$ cat src/rtl/weight_arbiter.sv
// Round-robin arbiter sharing one weight BRAM read port among NUM_REQ synapse requesters.
// Grant tags travel a READ_LAT-deep shift register so each word returns to the requester that asked.
module weight_arbiter #(
   parameter int NUM_REQ  = 4,
   parameter int ADDR_W   = 17,
   parameter int DATA_W   = 32,
   parameter int READ_LAT = 1
) (
   input  logic                      clk_i,
   input  logic                      rst_i,
   input  logic                      enable_i,
   input  logic [NUM_REQ-1:0]        req_valid_i,
   input  logic [NUM_REQ*ADDR_W-1:0] req_addr_i,
   output logic [NUM_REQ-1:0]        req_ready_o,
   output logic                      bram_en_o,
   output logic [ADDR_W-1:0]         bram_addr_o,
   input  logic [DATA_W-1:0]         bram_dout_i,
   output logic [NUM_REQ-1:0]        rsp_valid_o,
   output logic [DATA_W-1:0]         rsp_data_o,
   output logic                      busy_o
);

   localparam int PTR_W = (NUM_REQ > 1) ? $clog2(NUM_REQ) : 1;

   // state | meaning
   // IDLE  | no grants, nothing in flight
   // RUN   | grants issued while enable_i is high
   // DRAIN | no grants, waiting for in-flight reads to return
   typedef enum logic [1:0] {IDLE, RUN, DRAIN} state_t;

   state_t             state_q;
   logic [PTR_W-1:0]   ptr_q;
   logic [PTR_W-1:0]   ptr_d;
   logic [NUM_REQ-1:0] tag_q [READ_LAT];

   logic               run_ok;
   logic               gnt_vld;
   logic [PTR_W-1:0]   gnt_idx;
   logic [NUM_REQ-1:0] gnt_oh;
   logic [ADDR_W-1:0]  gnt_addr;
   logic               tags_busy;
   logic               inflight_next;

   assign run_ok = (state_q == RUN) && enable_i;

   always_comb begin
      logic [PTR_W-1:0] idx;
      idx     = '0;
      gnt_vld = 1'b0;
      gnt_idx = '0;
      for (int k = 0; k < NUM_REQ; k++) begin
         idx = PTR_W'((int'(ptr_q) + k) % NUM_REQ);
         if (!gnt_vld && run_ok && req_valid_i[idx]) begin
            gnt_vld = 1'b1;
            gnt_idx = idx;
         end
      end
   end

   always_comb begin
      gnt_oh   = '0;
      gnt_addr = '0;
      for (int k = 0; k < NUM_REQ; k++) begin
         if (gnt_vld && gnt_idx == PTR_W'(k)) begin
            gnt_oh[k] = 1'b1;
            gnt_addr  = req_addr_i[k*ADDR_W +: ADDR_W];
         end
      end
   end

   always_comb begin
      ptr_d = ptr_q;
      if (gnt_vld) begin
         ptr_d = (gnt_idx == PTR_W'(NUM_REQ-1)) ? '0 : gnt_idx + PTR_W'(1);
      end
   end

   // The last stage is delivering this cycle, so only earlier stages keep DRAIN alive.
   always_comb begin
      tags_busy     = 1'b0;
      inflight_next = 1'b0;
      for (int s = 0; s < READ_LAT; s++) begin
         tags_busy = tags_busy | (|tag_q[s]);
         if (s < READ_LAT-1) begin
            inflight_next = inflight_next | (|tag_q[s]);
         end
      end
   end

   always_ff @(posedge clk_i or posedge rst_i) begin
      if (rst_i) begin
         state_q <= IDLE;
         ptr_q   <= '0;
         for (int s = 0; s < READ_LAT; s++) begin
            tag_q[s] <= '0;
         end
      end else begin
         case (state_q)
            IDLE:    if (enable_i) state_q <= RUN;
            RUN:     if (!enable_i) state_q <= DRAIN;
            DRAIN: begin
               if (enable_i) begin
                  state_q <= RUN;
               end else if (!inflight_next) begin
                  state_q <= IDLE;
               end
            end
            default: state_q <= IDLE;
         endcase
         ptr_q    <= ptr_d;
         tag_q[0] <= gnt_oh;
         for (int s = 1; s < READ_LAT; s++) begin
            tag_q[s] <= tag_q[s-1];
         end
      end
   end

   assign req_ready_o = gnt_oh;
   assign bram_en_o   = gnt_vld;
   assign bram_addr_o = gnt_addr;
   assign rsp_valid_o = tag_q[READ_LAT-1];
   assign rsp_data_o  = (|tag_q[READ_LAT-1]) ? bram_dout_i : '0;
   assign busy_o      = (state_q != IDLE) || tags_busy;

endmodule

$ cat config.mk
export PLATFORM = sky130hd
export DESIGN_NAME = weight_arbiter
export DESIGN_NICKNAME = d
export VERILOG_FILES = /design/src/rtl/weight_arbiter.sv
export SDC_FILE = /design/constraint.sdc
export NUM_CORES = 1
export LEC_CHECK = 0
export CELL_PAD_IN_SITES_DETAIL_PLACEMENT = 2
export CELL_PAD_IN_SITES_GLOBAL_PLACEMENT = 2
export CORE_MARGIN = 2
export CORE_UTILIZATION = 14
export DETAILED_ROUTE_END_ITERATION = 8
export GPL_TIMING_DRIVEN = 0
export HOLD_SLACK_MARGIN = 0.15
export PLACE_DENSITY = 0.93
export REMOVE_ABC_BUFFERS = 1
export SLEW_MARGIN = 20
export SYNTH_ARGS = -nofsm -noshare
export SYNTH_HDL_FRONTEND = slang
export SYNTH_SLANG_ARGS = --single-unit
$ cat constraint.sdc
create_clock -name clk_i -period 5.7 [get_ports clk_i]
set_input_delay 0.855 -clock clk_i [delete_from_list [all_inputs] [get_ports clk_i]]
set_output_delay 0.855 -clock clk_i [all_outputs]
set_load 0.01 [all_outputs]
## Word level (Yosys, flattened, before mapping)

Index checks and enable logic that the tools add are counted.

- Word-level logic and storage cells: 69
- Input port bits: 107
- Output and inout port bits: 59
- Register bits: 8

- $add $sub $neg: 4
- Mux-type cells: 30
- Equal/unequal tests: 7
- Reductions and logical operators: 21
- $lt $le $gt $ge: 4

Operator list:

| operator | number |
|---|---|
| $mux W17 | 4 |
| $mux W32 | 1 |
| $mux W2 | 7 |
| $mux W1 | 13 |
| $logic_and A1 B1 Y1 | 12 |
| $lt A2 B3 Y1 const B | 4 |
| $bmux W1 S2 | 4 |
| $eq A2 B2 Y1 const B | 3 |
| $pmux W2 S3 | 1 |
| $add A2 B1 Y2 const B | 2 |
| $add A2 B2 Y2 const B | 2 |
| $eq A2 B1 Y1 const B | 2 |
| $logic_not A2 Y1 | 2 |
| $ne A2 B2 Y1 const B | 2 |
| $reduce_or A4 Y1 | 1 |
| $logic_not A1 Y1 | 3 |
| $reduce_and A2 Y1 | 1 |
| $reduce_bool A2 Y1 | 1 |
| $logic_or A1 B1 Y1 | 1 |

## Logic depth before layout (Yosys ltp)

- Depth after elaboration: 22
- Mapped depth: 12
- Gate-level depth less buffers: 9

## Least setup slack after synthesis

No wires, ideal clock.

- Path type: in2out
- Start: input port req_valid_i[3]
- End: output port bram_addr_o[10]
- Data arrival time: 2.584 ns
- Stages on the path: 12
- Buffers on the path: 3
- Slack: 2.261 ns
- Required time: 4.845 ns
- Cell sequence: nor2b_1 > a21oi_1 > o21ai_0 > and3_1 > ha_1 > buf_6 > nor2b_4 > buf_6 > buf_12 > a221oi_2 > a211o_1 > a21oi_2

- Longest elaborated chain between the ends: 22
- Elaborated cells between the ends (all ways): 38
- Classes of those cells: eq/ne: 3; mux: 20; reduce/logical: 15

Ends and longest elaborated chain:

| item | line | text |
|---|---|---|
| start, declared | 12 | `input logic [NUM_REQ-1:0] req_valid_i,` |
| $bmux W1 S2 | 53 | `if (!gnt_vld && run_ok && req_valid_i[idx]) begin` |
| $mux W1 (not written as such) | 53 |  |
| $logic_and A1 B1 Y1 | 53 |  |
| $mux W1 | 53 |  |
| $logic_not A1 Y1 | 53 |  |
| $logic_and A1 B1 Y1 (2 in series) | 53 |  |
| $mux W1 | 53 |  |
| $logic_not A1 Y1 | 53 |  |
| $logic_and A1 B1 Y1 (2 in series) | 53 |  |
| $mux W1 | 53 |  |
| $logic_not A1 Y1 | 53 |  |
| $logic_and A1 B1 Y1 (2 in series) | 53 |  |
| $mux W2 | 53 |  |
| $logic_not A2 Y1 | 64 | `if (gnt_vld && gnt_idx == PTR_W'(k)) begin` |
| $logic_and A1 B1 Y1 | 64 |  |
| $mux W17 (3 in series) | 64 |  |
| $mux W17 (*) | 64 |  |
| end, declared | 16 | `output logic [ADDR_W-1:0] bram_addr_o,` |

Every way passes the cells marked *; elsewhere a longest branch is shown, timed or not. The select of a mux whose other input is x is not followed.

## Worst setup path after layout

- Start: input port req_valid_i[1]
- End: output port bram_addr_o[16]

The elaborated chain is that of the path after synthesis.

==> results.ini <==
[die]
die_h_um=109
start_util_pct=14.2
rows=38
coreArea_sq_um=10800
die_x_um=109
ios=166
die-area_sq_um=11800

[worst_setup_path]
r2r-start=ptr_q[1]
required_ns=4.85
crit_chain=clkdlybuf4s50_1, nor2b_1, o311ai_0, o311ai_0, nand3_1, ha_2, nor2b_4, a221oi_1, a211o_1, a21oi_1, clkdlybuf4s50_1
crit_type=in -> out
cpMaxStageDelayCell=nor2b_4
slowest_delay_ns=0.61
critPathLaunch=req_valid_i[1]
critPathLaunchType=primary input
cp_max_fo=19
crit_arrival_ns=4.37
critPathCaptureType=output pin

[cells_and_area]
syn2layout_area_growth_pct=111
drive_gt1_share_pct=8.77
final_cells=482
multi_input_area_sq_um=1070
n_fill_cell=1259
final_cell_mix=165 x clkdlybuf4s50_1, 34 x nor2b_1, 24 x nand2_1
final_common_cell=clkdlybuf4s50_1
ff_latch_area_sq_um=200
nets=455
antenna_cells=0

[sta]
skew_ns=0.00255
hold_violations=0
fin_crit_sh_pct=91.6
max_freq_ghz=0.192
post-route-min-period_ns=5.22
setup_viol_count_final=0
tightestPinTransition_ns=0.984
slew_violations=0
finalSetupTns_ns=0
slew_headroom_pct=34.4
rsz0062_at_grt=no

[drt]
dr.pass1.iters=3
first_iter_violations=66
finalWirelength_mm=7.79
viasPerCell=4.33
drc=0
antenna_left=0
num_vias=2089
avgRoutedWirePerCell_um=16.2

[yosys]
ys_ff_latch=8
synth_cell_types=32
syn-mean-instance-area_sq_um=8.13
synth_seq_area_share_pct=13.0
netlist_area_sq_um=1540
ys_async_sr_fraction_pct=100
ys_dominant_reg_cell=dfrtp_1
syn_inst=189
synth_enable_flop_cells=0
yosys_warnings=0

[worst_hold_path]
hold_class=reg -> reg
hp-start=state_q[1]

[clocking]
hold_buffers=0
cts_tree=done
clk_pin_slew_worst_paths_ns=0.04
clock-sinks=8
worstSkewPairLatency_ns=0.23
cts_made_buffers=3
post_cts_buffers=0
clockBufferDepth=2
ctsRootBufferMaster=clkbuf_8
cts-resized-gates=0
h-tree-depth=1

[pwr]
power_frac_comb_pct=66.8
p_clk_share_pct=16.2
switching_power_mw=0.151
p_leak_nw=1.23
p_per_area_nw_per_um2=133
ir_drop_uv=49.1
seqPwrFrac_pct=17.0
swShare_pct=35.0
p_int_mw=0.280

[global_routing]
grt_max_degree=36
grt_pass1_wl_mm=11.8
grt_pass1_vias=2267
grt_use_total_pct=12.8
antenna_found_initial=0
grt_overflow=0

[status]
run_status=finished clean

[placed_design]
io_buffer_count=165
place_congestion=0.789
place_inst=479
dp_hpwl_mm=6.40

[run]
drv_cap=0

==> cells in the mapped netlist, types with 2 or more instances <==
library cell,instances,area share (%)
nor2_1,3,0.73
o311ai_0,2,1.1
nand2b_1,2,0.81
buf_6,2,1.5
ha_1,4,3.3
clkbuf_8,9,8.1
clkbuf_1,3,0.73
and3b_1,2,1.1
and2_1,4,1.6
inv_1,19,4.6
dfrtp_1,8,13
a221oi_1,7,4.0
a21oi_2,10,5.7
nand4bb_1,2,1.5
nand2_1,24,5.9
nor2b_1,34,14
and3_1,2,0.81
a221oi_2,10,9.8
a21oi_1,10,3.3
o21ai_0,3,0.98
a211o_1,17,9.7
nand3_1,2,0.65
==> worst paths after layout <==
path	depth (start not counted)	slack (ns)	to
setup / recovery	11	0.48	bram_addr_o[16]
hold / removal	1	0.54	state_q[1]
setup reg to reg	6	3.50	rsp_valid_o[3]
hold reg to reg	1	0.54	state_q[1]
max in group asynchronous	2	4.60	rsp_valid_o[3]
min in group asynchronous	2	0.87	state_q[1]
==> sequential cells by signal (all words and copies together) (netlist names) <==
register,cells
ptr_q,2
state_q,2
rsp_valid_o,4
==> final cells by class <==
cell class	count	share of cell area [%]
multi-input combinational	145	33.1
timing repair buffer	167	51.9
sequential	8	6.16
clock buffer	3	1.27
tap	140	5.39
inverter	19	2.19
==> kinds of logic (layout without fill, tap and decap cells) <==
logic type               count (synthesis)  after routing  share of synthesized area, %
AO/OA/AOI/OAI                           62             62                          36.0
buffers and inverters                   36            189                          17.5
AND/OR/NAND/NOR                         79             79                          30.2
adder cells (fa/ha/maj)                  4              4                          3.26
flip-flops                               8              8                          13.0
==> metal layers <==
metal  vias to the layer above  wire [um]  global-route usage (%)
met4                         0         70                    2.47
met3                         7        935                    4.06
met1                       980       2710                    12.5
met5                         -          0                       0
met2                       126       4080                    26.1
li1                        976          -                       -
==> power groups by stage <==
stage | combinational, mW | clock (mW) | sequential [mW]
2_1_floorplan | 0.132 | 0 | 0.0704
6_report | 0.288 | 0.0697 | 0.0732
3_5_place_dp | 0.293 | 0 | 0.0733
5_1_grt | 0.317 | 0.0766 | 0.0749
4_1_cts | 0.294 | 0.0721 | 0.0731
3_3_place_gp | 0.278 | 0 | 0.0726
==> worst max-delay path: cells and delay by family <==
kind | cells | cell delay, ns
buf+inv | 2 | 1.19
simple gates | 3 | 0.96
compound gates | 5 | 0.95
fa+ha+maj | 1 | 0.41
==> metrics by stage <==
| stage | hold slack [ns] | power, mW | util [%] | setup slack [ns] | cell area [sq um] |
|---|---|---|---|---|---|
| finish | 0.536 | 0.431 | 30.1 | 0.479 | 3250 |
| global route | 0.574 | 0.468 | 30.1 | 0.154 | 3250 |
| floorplan | 0.450 | 0.202 | - | 1.90 | 1340 |
| CTS | 0.543 | 0.439 | 30.1 | 0.0666 | 3250 |
| global placement | 0.478 | 0.351 | 29.3 | 0.178 | 3170 |
| detailed placement | 0.525 | 0.366 | 29.7 | 0.0682 | 3210 |
Power figures use the tool's default switching activity.
